File: src/rtl/pulse_train_monitor.sv
// pulse_train_monitor: samples a generator's serial stream, detects and locks
// onto a programmed 16-bit pattern repeating every 16 samples, and keeps
// pulse-width and rising-edge statistics.
module pulse_train_monitor #(
   parameter int unsigned LOCK_COUNT = 3,
   parameter int unsigned MISS_LIMIT = 2
) (
   input  logic        CLK,
   input  logic        CLR,
   input  logic        E,
   input  logic        serial_in,
   input  logic [15:0] pattern,
   input  logic        clr_stats,
   output logic        match,
   output logic        locked,
   output logic        lock_lost,
   output logic [4:0]  high_len,
   output logic        width_valid,
   output logic [7:0]  rise_count
);

   localparam int unsigned WIN_W   = 16;
   localparam int unsigned FILL_W  = 5;
   localparam int unsigned PH_W    = 4;
   localparam int unsigned RUN_W   = 5;
   localparam int unsigned RISE_W  = 8;
   localparam int unsigned CNT_MAX = (LOCK_COUNT > MISS_LIMIT) ? LOCK_COUNT : MISS_LIMIT;
   localparam int unsigned CNT_W   = $clog2(CNT_MAX + 1);

   typedef enum logic [1:0] {
      ST_SEARCH = 2'd0,
      ST_CHECK  = 2'd1,
      ST_LOCKED = 2'd2
   } state_t;

   state_t             state_q, state_d;
   logic [WIN_W-1:0]   w_q, w_d;
   logic [FILL_W-1:0]  fill_q, fill_d;
   logic [PH_W-1:0]    phase_q, phase_d;
   logic [CNT_W-1:0]   cnt_q, cnt_d;
   logic [RUN_W-1:0]   run_q, run_d;
   logic               prev_q, prev_d;
   logic               match_d;
   logic               lock_lost_d;
   logic [RUN_W-1:0]   high_len_d;
   logic               width_valid_d;
   logic [RISE_W-1:0]  rise_d;
   logic               wrap;

   // Next-state: window, lock FSM with phase tracking, run length and rise count
   always_comb begin
      w_d           = w_q;
      fill_d        = fill_q;
      state_d       = state_q;
      phase_d       = phase_q;
      cnt_d         = cnt_q;
      run_d         = run_q;
      prev_d        = prev_q;
      match_d       = 1'b0;
      lock_lost_d   = 1'b0;
      high_len_d    = high_len;
      width_valid_d = 1'b0;
      rise_d        = rise_count;
      wrap          = 1'b0;

      if (E) begin
         w_d = {w_q[WIN_W-2:0], serial_in};
         if (fill_q != FILL_W'(WIN_W)) begin
            fill_d = fill_q + FILL_W'(1);
         end
         match_d = (fill_d == FILL_W'(WIN_W)) && (w_d == pattern);
         wrap    = (phase_q == {PH_W{1'b1}});

         case (state_q)
            ST_SEARCH: begin
               if (match_d) begin
                  state_d = ST_CHECK;
                  phase_d = '0;
                  cnt_d   = CNT_W'(1);
               end
            end
            ST_CHECK: begin
               phase_d = phase_q + PH_W'(1);
               if (wrap) begin
                  if (match_d) begin
                     cnt_d = cnt_q + CNT_W'(1);
                     if (cnt_d == CNT_W'(LOCK_COUNT)) begin
                        state_d = ST_LOCKED;
                        cnt_d   = '0;
                     end
                  end else begin
                     state_d = ST_SEARCH;
                  end
               end
            end
            ST_LOCKED: begin
               phase_d = phase_q + PH_W'(1);
               if (wrap) begin
                  if (match_d) begin
                     cnt_d = '0;
                  end else begin
                     cnt_d = cnt_q + CNT_W'(1);
                     if (cnt_d == CNT_W'(MISS_LIMIT)) begin
                        state_d     = ST_SEARCH;
                        lock_lost_d = 1'b1;
                     end
                  end
               end
            end
            default: state_d = ST_SEARCH;
         endcase

         // High-run length, reported on the falling sample
         if (serial_in) begin
            if (!prev_q) begin
               run_d = RUN_W'(1);
            end else if (run_q != {RUN_W{1'b1}}) begin
               run_d = run_q + RUN_W'(1);
            end
         end else if (prev_q) begin
            high_len_d    = run_q;
            width_valid_d = 1'b1;
         end

         if (serial_in && !prev_q && (rise_count != {RISE_W{1'b1}})) begin
            rise_d = rise_count + RISE_W'(1);
         end
         prev_d = serial_in;
      end

      // Statistics clear wins over a simultaneous rise and ignores E
      if (clr_stats) begin
         rise_d = '0;
      end
   end

   // Lock FSM state register
   always_ff @(posedge CLK or negedge CLR) begin
      if (!CLR) begin
         state_q <= ST_SEARCH;
      end else begin
         state_q <= state_d;
      end
   end

   // Datapath and registered outputs
   always_ff @(posedge CLK or negedge CLR) begin
      if (!CLR) begin
         w_q         <= '0;
         fill_q      <= '0;
         phase_q     <= '0;
         cnt_q       <= '0;
         run_q       <= '0;
         prev_q      <= 1'b0;
         match       <= 1'b0;
         locked      <= 1'b0;
         lock_lost   <= 1'b0;
         high_len    <= '0;
         width_valid <= 1'b0;
         rise_count  <= '0;
      end else begin
         w_q         <= w_d;
         fill_q      <= fill_d;
         phase_q     <= phase_d;
         cnt_q       <= cnt_d;
         run_q       <= run_d;
         prev_q      <= prev_d;
         match       <= match_d;
         locked      <= (state_d == ST_LOCKED);
         lock_lost   <= lock_lost_d;
         high_len    <= high_len_d;
         width_valid <= width_valid_d;
         rise_count  <= rise_d;
      end
   end

endmodule

File: config.mk
export PLATFORM = sky130hd
export DESIGN_NAME = pulse_train_monitor
export DESIGN_NICKNAME = d
export VERILOG_FILES = /design/src/rtl/pulse_train_monitor.sv
export SDC_FILE = /design/constraint.sdc
export NUM_CORES = 1
export LEC_CHECK = 0
export CAP_MARGIN = 15
export CORE_ASPECT_RATIO = 1.5
export CORE_MARGIN = 5
export CORE_UTILIZATION = 55
export CTS_CLUSTER_DIAMETER = 60
export DETAILED_ROUTE_END_ITERATION = 8
export HOLD_SLACK_MARGIN = 0.08
export MAX_ROUTING_LAYER = met4
export PLACE_DENSITY = 0.89
export SETUP_SLACK_MARGIN = 0.15
export SLEW_MARGIN = 20
export SYNTH_ARGS = -nofsm -noshare
export SYNTH_HDL_FRONTEND = slang
export SYNTH_SLANG_ARGS = --single-unit
File: constraint.sdc
create_clock -name CLK -period 2.6 [get_ports CLK]
set_input_delay 0.52 -clock CLK [delete_from_list [all_inputs] [get_ports CLK]]
set_output_delay 0.52 -clock CLK [all_outputs]
set_load 0.1 [all_outputs]
# Word-level counts from Yosys, hierarchy flattened
# Cells that the tools add are included.
# word_totals
elab_cells	84
register_bits	51
input_bits	21
# classes
n_reduce_logical	15
n_eq_ne	16
mux	34
addsub	5
bitwise_logic	1
# ops
op	count
2-to-1 mux 2 bit	14
2-to-1 mux 8 bit	3
2-to-1 mux 5 bit	4
equality test 16 bit	1
case mux 2 bit (3 select lines)	2
adder 5 x 1 -> 5 bit, second input constant	2
!= test 5 bit, second input constant	2
2-to-1 mux 1 bit	9
AND reduction 3 bit	3
adder 8 x 1 -> 8 bit, second input constant	1
equality test 2 bit, second input constant	4
!= test 2 bit, second input constant	4
!= test 8 bit, second input constant	1
case mux 4 bit (2 select lines)	1
AND reduction 6 bit	1
nonzero test 2 bit	3
equality test 5 bit, second input constant	1
adder 4 x 1 -> 4 bit, second input constant	1
equality test 4 bit, second input constant	1
2-to-1 mux 4 bit	1
logical AND 1 bit	3
nonzero test 3 bit	1
adder 2 x 1 -> 2 bit, second input constant	1
equality test 2 x 1 -> 1 bit, second input constant	1
6 further kinds	6

# Longest topological paths before layout
# depth
ltp_word	10
depth_mapped	8

# Least setup slack after synthesis
# Ideal clock, no wire load.
# synth_path
kind	register -> register
from	register rise_count[0]
to	register rise_count[7]
required_ps	2472
synth_period_minus_slack_ps	2314
path_slack_ps	286
arrival_ps	2186
stages_incl_launch_ff	8
cell_sequence	dfrtp_1 ha_1 nand3_1 o311a_1 nand4_1 nor3_1 xnor2_1 nor2_1
# synth_via
elab_chain_len	4
word_cells_on_any_way	8
cone_classes	add/sub (1); eq/ne (1); mux (3); reduce/logical (3)
# synth_rtl
element	line	rtl
start, declared	19	output logic [7:0] rise_count
start signal, assigned	173	rise_count <= rise_d;
adder 8 x 1 -> 8 bit or != test 8 bit (tied branches)	126, 125	
2-to-1 mux 8 bit or logical AND 1 bit (tied branches)	125	if (serial_in && !prev_q && (rise_count != {RISE_W{1'b1}})) begin
2-to-1 mux 8 bit or nonzero test 2 bit (tied branches)	n/a	
2-to-1 mux 8 bit or AND reduction 2 bit (tied branches)	n/a	
# Parallel ways exist; a longest one is shown, timed or not. The select of a mux whose other input is x is not followed.
# A chain may end at the register's enable or synchronous reset.

# Final worst setup path
# layout_path
from	input pattern[12]
to	register phase_q[0]
# layout_via
elab_chain_len	4
# layout_rtl
element	line	rtl
start, declared	12	input logic [15:0] pattern,
equality test 16 bit	71	match_d = (fill_d == FILL_W'(WIN_W)) && (w_d == pattern);
logical AND 1 bit	71	
!= test 2 bit (no line)	n/a	
AND reduction 3 bit (no line)	n/a	
end signal, assigned	164	phase_q <= phase_d;
end, declared	39	logic [PH_W-1:0] phase_q, phase_d;
# Every way passes these cells.

==> metrics <==
status finished clean; Gate power share 42.7%; Worst Path Required 2780 ps; clock latency on the worst-skew pair 310 ps; Sw Share 41.21%; Synth Area per Inst 10.58 um^2; kind of critical path in2reg; iteration count of the initial detailed-routing pass 4; Max transition margin a little under 60%; most common cell in the netlist dfrtp_1; vias in the first global route 2245; Synth Cell Area 0.002824 mm^2; routed wire length 6014 um; Startpoint Class primary input; Worst Setup End Kind register; met2 WL post-DR 3297 um; first-pass GRT wire length roughly 10000 um; worst r2r dst phase_q[0]; post-synthesis register bit count 50; RSZ-0062 raised after global routing false; worst path cell trace clkdlybuf4s50_1 > xor2_2 > nor4_4 > nand4_4 > buf_4 > or4_2 > o21ai_1 > a211oi_1; gp weighted congestion 0.8943; layout cells sized above 1 24.38%; die area between 0.006 and 0.007 mm^2; Filler Cell Count 396; asr flop ratio synth 100.0%; slowest CP cell or4_2; Seq/Total Area, Yosys roughly 44%; synth warn 0; CP peak stage delay 590 ps; Initial Util 55.54%; clock power share between 15 and 20%; row count 32; Fin. Hold Viols 0; Routed WL per cell roughly 16 um; Slew Viols, Final 0; synth cell count leaders dfrtp_1, mux2_2, nor2_1, xor2_1, nand2_1; area share of the largest cell type after synthesis 44.31%; overall global routing resource usage 19.79%; Port Buf Inserts 37; Core ar. 0.005085 mm^2; die height between 90 and 100 um; clock buffer count from CTS 5; Hold-fix buffers, CTS 0; ranking of synthesized cells by area dfrtp_1, mux2_2, ha_1; Vias/cell 5.709; post-CTS setup buffers 0; internal power roughly 1.7 mW; share of power burned in registers 41.2%; DR vias 2215; Sink Count 50; Period minus WS final 2387 ps; clk root buf clkbuf_8; Hold Crit Class in2async; Worst-path clk slew 100 ps; Fin Clk Skew 13.94 ps; Max Root-Sink Buffers 2; DIE WIDTH 68.51 um; Initial DRC Count 179; most common flop cell mapped by yosys dfrtp_1; n_diodes 0; worst r2r src fill_q[0]; fmax 418.9 MHz; PD cells 858.2 mW/mm^2; uppermost layer routed met4; Worst Reg2Reg Path Length in Cells 8; initial antenna violation count 0; r2r setup slk 240 ps; EDFF count, synth 0; largest net degree at the start of global routing 28; Final nets around 350; Yosys top cell by area dfrtp_1; CP Data Arrival Time roughly 2600 ps; Ports 38; WL met3 about 260 um; CP max FO 4; DRC 0; H-Tree Depth 2; setup TNS 0 ps; Switch Pwr roughly 1.2 mW; Routed Antenna Nets 0; post-CTS sizing 0; maximum vdd drop roughly 0.57 mV; hpwl dp 4500 um; leakage power 1.525 nW; post-synth net total 302; setup ws final ~210 ps; Setup Viol. Count Final 0; pre-CTS setup slack -129.2 ps; period utilization between 90% and 100%; global route total overflow 0; Slew @ Worst Pin 634.4 ps; Syn Inst Count 267; max-cap violation count 0; Met1 Routed Length roughly 2300 um; total power a little under 3 mW; Layout area overhead 22.55%; CTS tree built; post-synth cell types 50
[cell usage in the layout (no fill, tap or decap), drive strengths merged, types with 7 or more instances in the layout]
cell type	synthesis	final
nand2	15	15
xor2	17	17
dfrtp	50	50
buf	2	34
nand3	10	10
clkdlybuf4s50	0	19
o21ai	10	10
nor2	17	17
nand4	8	8
mux2	20	20
a21oi	10	10
inv	14	14
ha	14	14
xnor2	12	12
nor3	7	7
[per-layer routing]
layer	vias to the layer above	track usage, %
li1	1061	-
met1	1079	22.28
met2	60	33.92
met3	15	2.992
met4	0	7.657
met5	-	-
[per-stage QoR]
stage          area [um^2]  hold slack (ps)  util, %  cells
3_3_place_gp          3321            490.0    65.31    380
2_1_floorplan         2824            224.4        -    267
5_1_grt               3461            263.1    68.06    388
6_report              3461            217.9    68.06    388
3_5_place_dp          3321            497.2    65.31    380
4_1_cts               3416            235.6    67.18    388
[critical path: cells and delay by family]
family	cells	cell delay, ps
AO/OA/AOI/OAI	2	180
buffers and inverters	2	620
XOR/XNOR	1	190
AND/OR/NAND/NOR	3	1050
[logic make-up (layout without fill, tap and decap cells)]
| family | count (synthesis) | count (layout) | share of synthesized area (%) |
|---|---|---|---|
| AO/OA/AOI/OAI | 43 | 43 | 10.90 |
| XOR/XNOR | 29 | 29 | 8.994 |
| adder cells (fa/ha/maj) | 14 | 14 | 6.203 |
| buffers and inverters | 22 | 75 | 2.968 |
| flip-flops | 50 | 50 | 44.31 |
| multiplexers | 23 | 23 | 9.039 |
| AND/OR/NAND/NOR | 86 | 86 | 17.59 |
[sequential cells by signal (all words and copies together), names as in the netlist, 2 cells and up]
name and count:
phase_q 4, w_q 15, high_len 5, rise_count 8
fill_q 5, cnt_q 2, state_q 2, run_q 5
[how the worst max path moves through the flow]
| stage | from | end | slack (ps) | cells after the start |
|---|---|---|---|---|
| after detailed placement | pattern[6] | phase_q[0] | -130 | 8 |
| after floorplan | rise_count[0] | rise_count[7] | 290 | 7 |
| after global routing | pattern[13] | locked | 120 | 7 |
| after global placement | pattern[1] | locked | -60 | 7 |
| after CTS | fill_q[0] | locked | 150 | 8 |
| final | pattern[12] | phase_q[0] | 210 | 8 |
[final cells by class]
| class | instances | area, um^2 | share of cell area [%] |
|---|---|---|---|
| repair buffers | 53 | 442.9 | 12.80 |
| clock inverters | 2 | 12.51 | 0.3615 |
| flip-flops and latches | 50 | 1252 | 36.19 |
| inverters | 14 | 52.55 | 1.518 |
| clock buffers | 6 | 82.58 | 2.386 |
| multi-input cells | 195 | 1533 | 44.29 |
| well taps | 68 | 85.08 | 2.458 |
[power groups by stage]
stage	Clock [mW]	Sequential, mW	Combinational (mW)
2_1_floorplan	0	1.38	0.737
3_3_place_gp	0	1.22	1.19
3_5_place_dp	0	1.23	1.23
4_1_cts	0.491	1.22	1.24
5_1_grt	0.519	1.26	1.38
6_report	0.478	1.22	1.27
(Power assumes the default switching activity.)
==> variant 1: new RTL, config.mk and constraints unchanged <==
Put one more register stage on the output `rise_count`, with the module's reset. The value now appears one clock later. The other outputs are not delayed to match.
--- a/src/rtl/pulse_train_monitor.sv
+++ b/src/rtl/pulse_train_monitor.sv
@@ -34,4 +34,6 @@
    } state_t;
 
+   logic [7:0] rise_count_s0;
+
    state_t             state_q, state_d;
    logic [WIN_W-1:0]   w_q, w_d;
@@ -61,5 +63,5 @@
       high_len_d    = high_len;
       width_valid_d = 1'b0;
-      rise_d        = rise_count;
+      rise_d        = rise_count_s0;
       wrap          = 1'b0;
 
@@ -123,6 +125,6 @@
          end
 
-         if (serial_in && !prev_q && (rise_count != {RISE_W{1'b1}})) begin
-            rise_d = rise_count + RISE_W'(1);
+         if (serial_in && !prev_q && (rise_count_s0 != {RISE_W{1'b1}})) begin
+            rise_d = rise_count_s0 + RISE_W'(1);
          end
          prev_d = serial_in;
@@ -158,5 +160,5 @@
          high_len    <= '0;
          width_valid <= 1'b0;
-         rise_count  <= '0;
+         rise_count_s0 <= '0;
       end else begin
          w_q         <= w_d;
@@ -171,5 +173,13 @@
          high_len    <= high_len_d;
          width_valid <= width_valid_d;
-         rise_count  <= rise_d;
+         rise_count_s0 <= rise_d;
+      end
+   end
+
+   always_ff @(posedge CLK or negedge CLR) begin
+      if (!CLR) begin
+         rise_count <= '0;
+      end else begin
+         rise_count <= rise_count_s0;
       end
    end
Function: changed (a bounded check fails within 4 cycles, from zero or initial values).
==> variant 1 against the original RTL <==
Sequential cell count increased by 8. Non-clock buffer count increased by 21. Total power increased by 12%. Die area increased by 4.5%. Worst setup slack got worse by 130 ps. Routed wire length increased by 37%. Sequential share of layout area increased by 0.64 points. Final area increased by 14%. Synthesized area increased by 5.1%. Clock skew decreased by 4.3 ps. Sequential power increased by 7%. Highest routed layer unchanged.
==> variant 1: results (changes against the original RTL) <==
INFO  metric via_per_inst = 5.962 (+4.4%)
INFO  metric vdd.ir_drop.worst = 707.1 uV (+23%)
INFO  metric fillerInstances = 318 (-20%)
INFO  metric crit_slowest_cell = sky130_fd_sc_hd__dfrtp_1
INFO  metric run_status = finished clean
INFO  metric area_of_placed_instances = 3460 um2 (+4.2%)
INFO  metric min_period_over_period = 0.9665 (+0.04826)
INFO  metric rr_worst_depth = 10 (+2)
INFO  metric detail_route.wirelength.met1 = 3.084 mm (+36%)
INFO  metric post_synth_xor_area_fraction = 0.07038 (-0.01957)
INFO  metric first_global_vias = 2510 (+12%)
INFO  metric crit-reg2reg-capture = cnt_q[1]
INFO  metric drt_iter0_drc = 243 (+36%)
INFO  metric timing_worst_slew_pin_value = 418.6 ps (-215.8 ps)
INFO  metric grt_max_degree = 59 (+110%)
INFO  metric ff2ff_setup_slack = 90 ps (-150 ps)
INFO  metric ys_seq_area_frac = 0.4888 (+0.04577)
INFO  metric layout.core_utilization = 0.7577 (+0.07708)
INFO  metric synth.mux.area_fraction = 0.08765 (-0.002733)
INFO  metric power.static_leakage = 0.001889 uW (+24%)
INFO  metric leading_cell_types_by_count_after_synthesis = 58 x sky130_fd_sc_hd__dfrtp_1, 23 x sky130_fd_sc_hd__nand2_1, 20 x sky130_fd_sc_hd__mux2_2, 17 x sky130_fd_sc_hd__xor2_1, 15 x sky130_fd_sc_hd__a21oi_1
INFO  metric regToRegStartpoint = fill_q[1]
INFO  metric met2_wirelength = 4.287 mm (+30%)
INFO  metric grt_first_pass_wirelength = 12.44 mm (+24%)
INFO  metric critical-path-max-stage-delay = 400 ps (-190 ps)
INFO  metric arrival = 2740 ps (+170 ps)
INFO  metric synthAdderAreaFrac = 0.05900 (-0.003032)
INFO  metric place_congestion = 0.8684 (-2.9%)
INFO  metric worst_clock_skew = 9.599 ps (-4.343 ps)
INFO  metric post-dp-hpwl = 4.639 mm (+3.1%)
INFO  metric clk_pin_slew = 70 ps (-30 ps)
INFO  metric criticalPathCategory = reg2reg
INFO  metric ys_top_cells_by_area = sky130_fd_sc_hd__dfrtp_1 49%, sky130_fd_sc_hd__mux2_2 7.6%, sky130_fd_sc_hd__ha_1 5.9%
INFO  metric largestRegisters = w_q: 15 flops, rise_count: 8 flops, rise_count_s0: 8 flops
INFO  metric synth_cell_type_count = 48 (-4.0%)
INFO  metric htreeDepth = 3 (+1)
variant 1: cell count changes after synthesis, moves of 2 or more:
cell                       before  now
sky130_fd_sc_hd__a21oi_1       10   15
sky130_fd_sc_hd__nor2_1        17   10
sky130_fd_sc_hd__and3b_1        0    2
sky130_fd_sc_hd__nand2_1       15   23
sky130_fd_sc_hd__clkbuf_1       6    1
sky130_fd_sc_hd__nor3_1         7    5
sky130_fd_sc_hd__xnor2_1       12    5
sky130_fd_sc_hd__nand3_1       10    8
sky130_fd_sc_hd__buf_1          1    4
sky130_fd_sc_hd__nand3b_1       1    3
sky130_fd_sc_hd__o21ai_1        0    2
sky130_fd_sc_hd__dfrtp_1       50   58
sky130_fd_sc_hd__a31oi_1        0    3
variant 1: worst min-delay path by stage:
stage,startpoint,end,cells past startpoint
finish,CLR,rise_count_s0[4],2
CTS,CLR,fill_q[2],2
floorplan,CLR,cnt_q[0],0
global route,CLR,rise_count_s0[4],2
global placement,rise_count_s0[5],rise_count[5],0
detailed placement,rise_count_s0[5],rise_count[5],0
variant 1: where the power goes:
part | switching [uW] | internal (uW)
Sequential | 229 | 1080
Clock | 353 | 427
Combinational | 687 | 549
variant 1: stage by stage:
step	cells	total power [uW]	TNS [ps]	hold WS (ps)
5_1_grt	418	3450	0	198.1
2_1_floorplan	271	1856	0	224.4
6_report	418	3323	0	173.0
4_1_cts	409	3083	0	188.3
3_3_place_gp	381	2057	-2684	401.4
3_5_place_dp	381	2104	-2945	403.9
variant 1: kinds of logic (layout without fill, tap and decap cells):
family,Yosys count,in the layout
flip-flops,58,58
adder cells (fa/ha/maj),14,14
multiplexers,23,23
XOR/XNOR,23,23
buffers and inverters,23,102
AND/OR/NAND/NOR,84,84
AO/OA/AOI/OAI,46,46
variant 1: what timing repair did:
action / in CTS / in global routing
setup buffers: 14 / 9
resized for setup: 25 / 16
endpoints found under the hold margin: 0 / 0
pin swaps: 12 / 15
setup endpoints to repair: 9 / 9
variant 1: routing by layer:
metal / global-route usage / vias to the layer above
li1: - / 1108
met1: 0.2711 / 1222
met3: 0.04609 / 34
met4: 0.1313 / 0
met2: 0.3904 / 128
met5: - / -
variant 1: area by class of cell:
| type | instances | area share |
|---|---|---|
| Sequential cell | 58 | 0.3683 |
| Timing Repair Buffer | 74 | 0.1612 |
| Clock buffer | 10 | 0.03236 |
| Tap cell | 68 | 0.02157 |
| Clock inverter | 4 | 0.01142 |
| Multi-Input combinational cell | 190 | 0.3918 |
| Inverter | 14 | 0.01332 |
==> variant 2: new RTL, same settings <==
Without the edit above. Set the localparam `FILL_W` to 7 (it was 5).
--- a/src/rtl/pulse_train_monitor.sv
+++ b/src/rtl/pulse_train_monitor.sv
@@ -21,5 +21,5 @@
 
    localparam int unsigned WIN_W   = 16;
-   localparam int unsigned FILL_W  = 5;
+   localparam int unsigned FILL_W  = 7;
    localparam int unsigned PH_W    = 4;
    localparam int unsigned RUN_W   = 5;
Function: same outputs for any inputs over 4 cycles, from zero or initial values; that may be too few to reach the edited logic, so the function may still have changed.
==> variant 2 against the original RTL <==
Clock skew fell by 4.0 ps. Total power rose by 5.8%. Sequential cell count rose by 2. Sequential share of layout area rose by 0.46 points. Utilization rose by 4.8 points. Worst setup slack got worse by 73 ps. Clock power rose by 22%. Synthesized cell count fell by 4.1%. Synthesized area fell by 1.0%. Final area rose by 2.9%. Routed wire length rose by 8.9%. Register-to-register slack got worse by 100 ps. Largest cell class unchanged. Largest power group unchanged.
==> variant 2: results (changes against the original RTL) <==
INFO  metric multiInputGateArea = 1551 um2 (+1.2%)
INFO  metric place_congestion = 0.8892 (-0.57%)
INFO  metric fillerInstances = 339 (-14%)
INFO  metric avgRoutedWirePerCell = 17.32 um (+12%)
INFO  metric area_of_placed_instances = 3262 um2 (-1.8%)
INFO  metric arrival = 2650 ps (+80 ps)
INFO  metric finalNetCount = 346 (-2.3%)
INFO  metric numPlacedInstances = 365 (-3.9%)
INFO  metric power.static_leakage = 0.001628 uW (+6.7%)
INFO  metric fin_worst_setup_slack = 139.4 ps (-73.10 ps)
INFO  metric power.density = 882.1 nW/um2 (+2.8%)
INFO  metric multiInputCombCellCount = 185 (-5.1%)
INFO  metric layout-drive-gt1-share = 0.3077 (+0.06394)
INFO  metric layout.core_utilization = 0.7286 (+0.04801)
INFO  metric ys_seq_area_frac = 0.4655 (+0.02247)
INFO  metric cts_repair_resize_count = 21 (+21)
INFO  metric drt_iter0_drc = 164 (-8.4%)
INFO  metric critical-path-max-stage-delay = 490 ps (-100 ps)
INFO  metric run_status = finished clean
INFO  metric signal_buffer_area_fraction = 0.1290 (+0.0009700)
INFO  metric cpLargestDelayFamily = compound AO/OA/AOI/OAI gates
INFO  metric met2_wirelength = 3.691 mm (+12%)
INFO  metric dpl_worst_slack = -297.6 ps (-168.4 ps)
INFO  metric syn_nets = 291 (-3.6%)
INFO  metric n_all_inverters = 11 (-3)
INFO  metric grt_max_degree = 32 (+14%)
INFO  metric largestRegisters = w_q: 15 flops, rise_count: 8 flops, fill_q: 7 flops
INFO  metric detail_route.wirelength.met1 = 2.457 mm (+8.1%)
INFO  metric vias = 2156 (-2.7%)
INFO  metric post_synth.cell_area_avg = 10.92 um2 (+3.2%)
INFO  metric first_global_vias = 2286 (+1.8%)
INFO  metric grt.total_usage = 0.2120 (+0.01407)
INFO  metric timing.hold.ws = 251.0 ps (+33.07 ps)
INFO  metric met3_usage = 0.02894 (-0.0009843)
INFO  metric critPathLaunch = fill_q[6]
INFO  metric use_met2 = 0.3692 (+0.03002)
INFO  metric post-dp-hpwl = 4.406 mm (-2.1%)
INFO  metric power_switching_share = 0.3976 (-0.01450)
variant 2: changes by cell type after synthesis, sizes merged, moves of 3 or more:
cell,before,now
nand3,10,5
inv,14,11
nand4,8,5
or3,4,1
o21ai,10,13
nand2,15,18
a211oi,3,0
and3,3,6
variant 2: worst register-to-register path, cell delays in order (launching register included):
cell and delay, ps:
sky130_fd_sc_hd__dfrtp_1 490, sky130_fd_sc_hd__nand2b_4 190, sky130_fd_sc_hd__nor4_4 50, sky130_fd_sc_hd__a2111o_1 410
sky130_fd_sc_hd__a2111oi_4 380, sky130_fd_sc_hd__buf_6 190, sky130_fd_sc_hd__nor2b_4 50, sky130_fd_sc_hd__a221o_1 320
sky130_fd_sc_hd__mux2_4 270
variant 2: kinds of logic after synthesis:
logic type / after synthesis / share of synthesized area
mux: 23 / 0.09221
flops: 52 / 0.4655
xor+xnor: 30 / 0.09400
buf+inv: 19 / 0.03133
simple gates: 74 / 0.1410
fa+ha+maj: 14 / 0.06267
compound gates: 44 / 0.1133
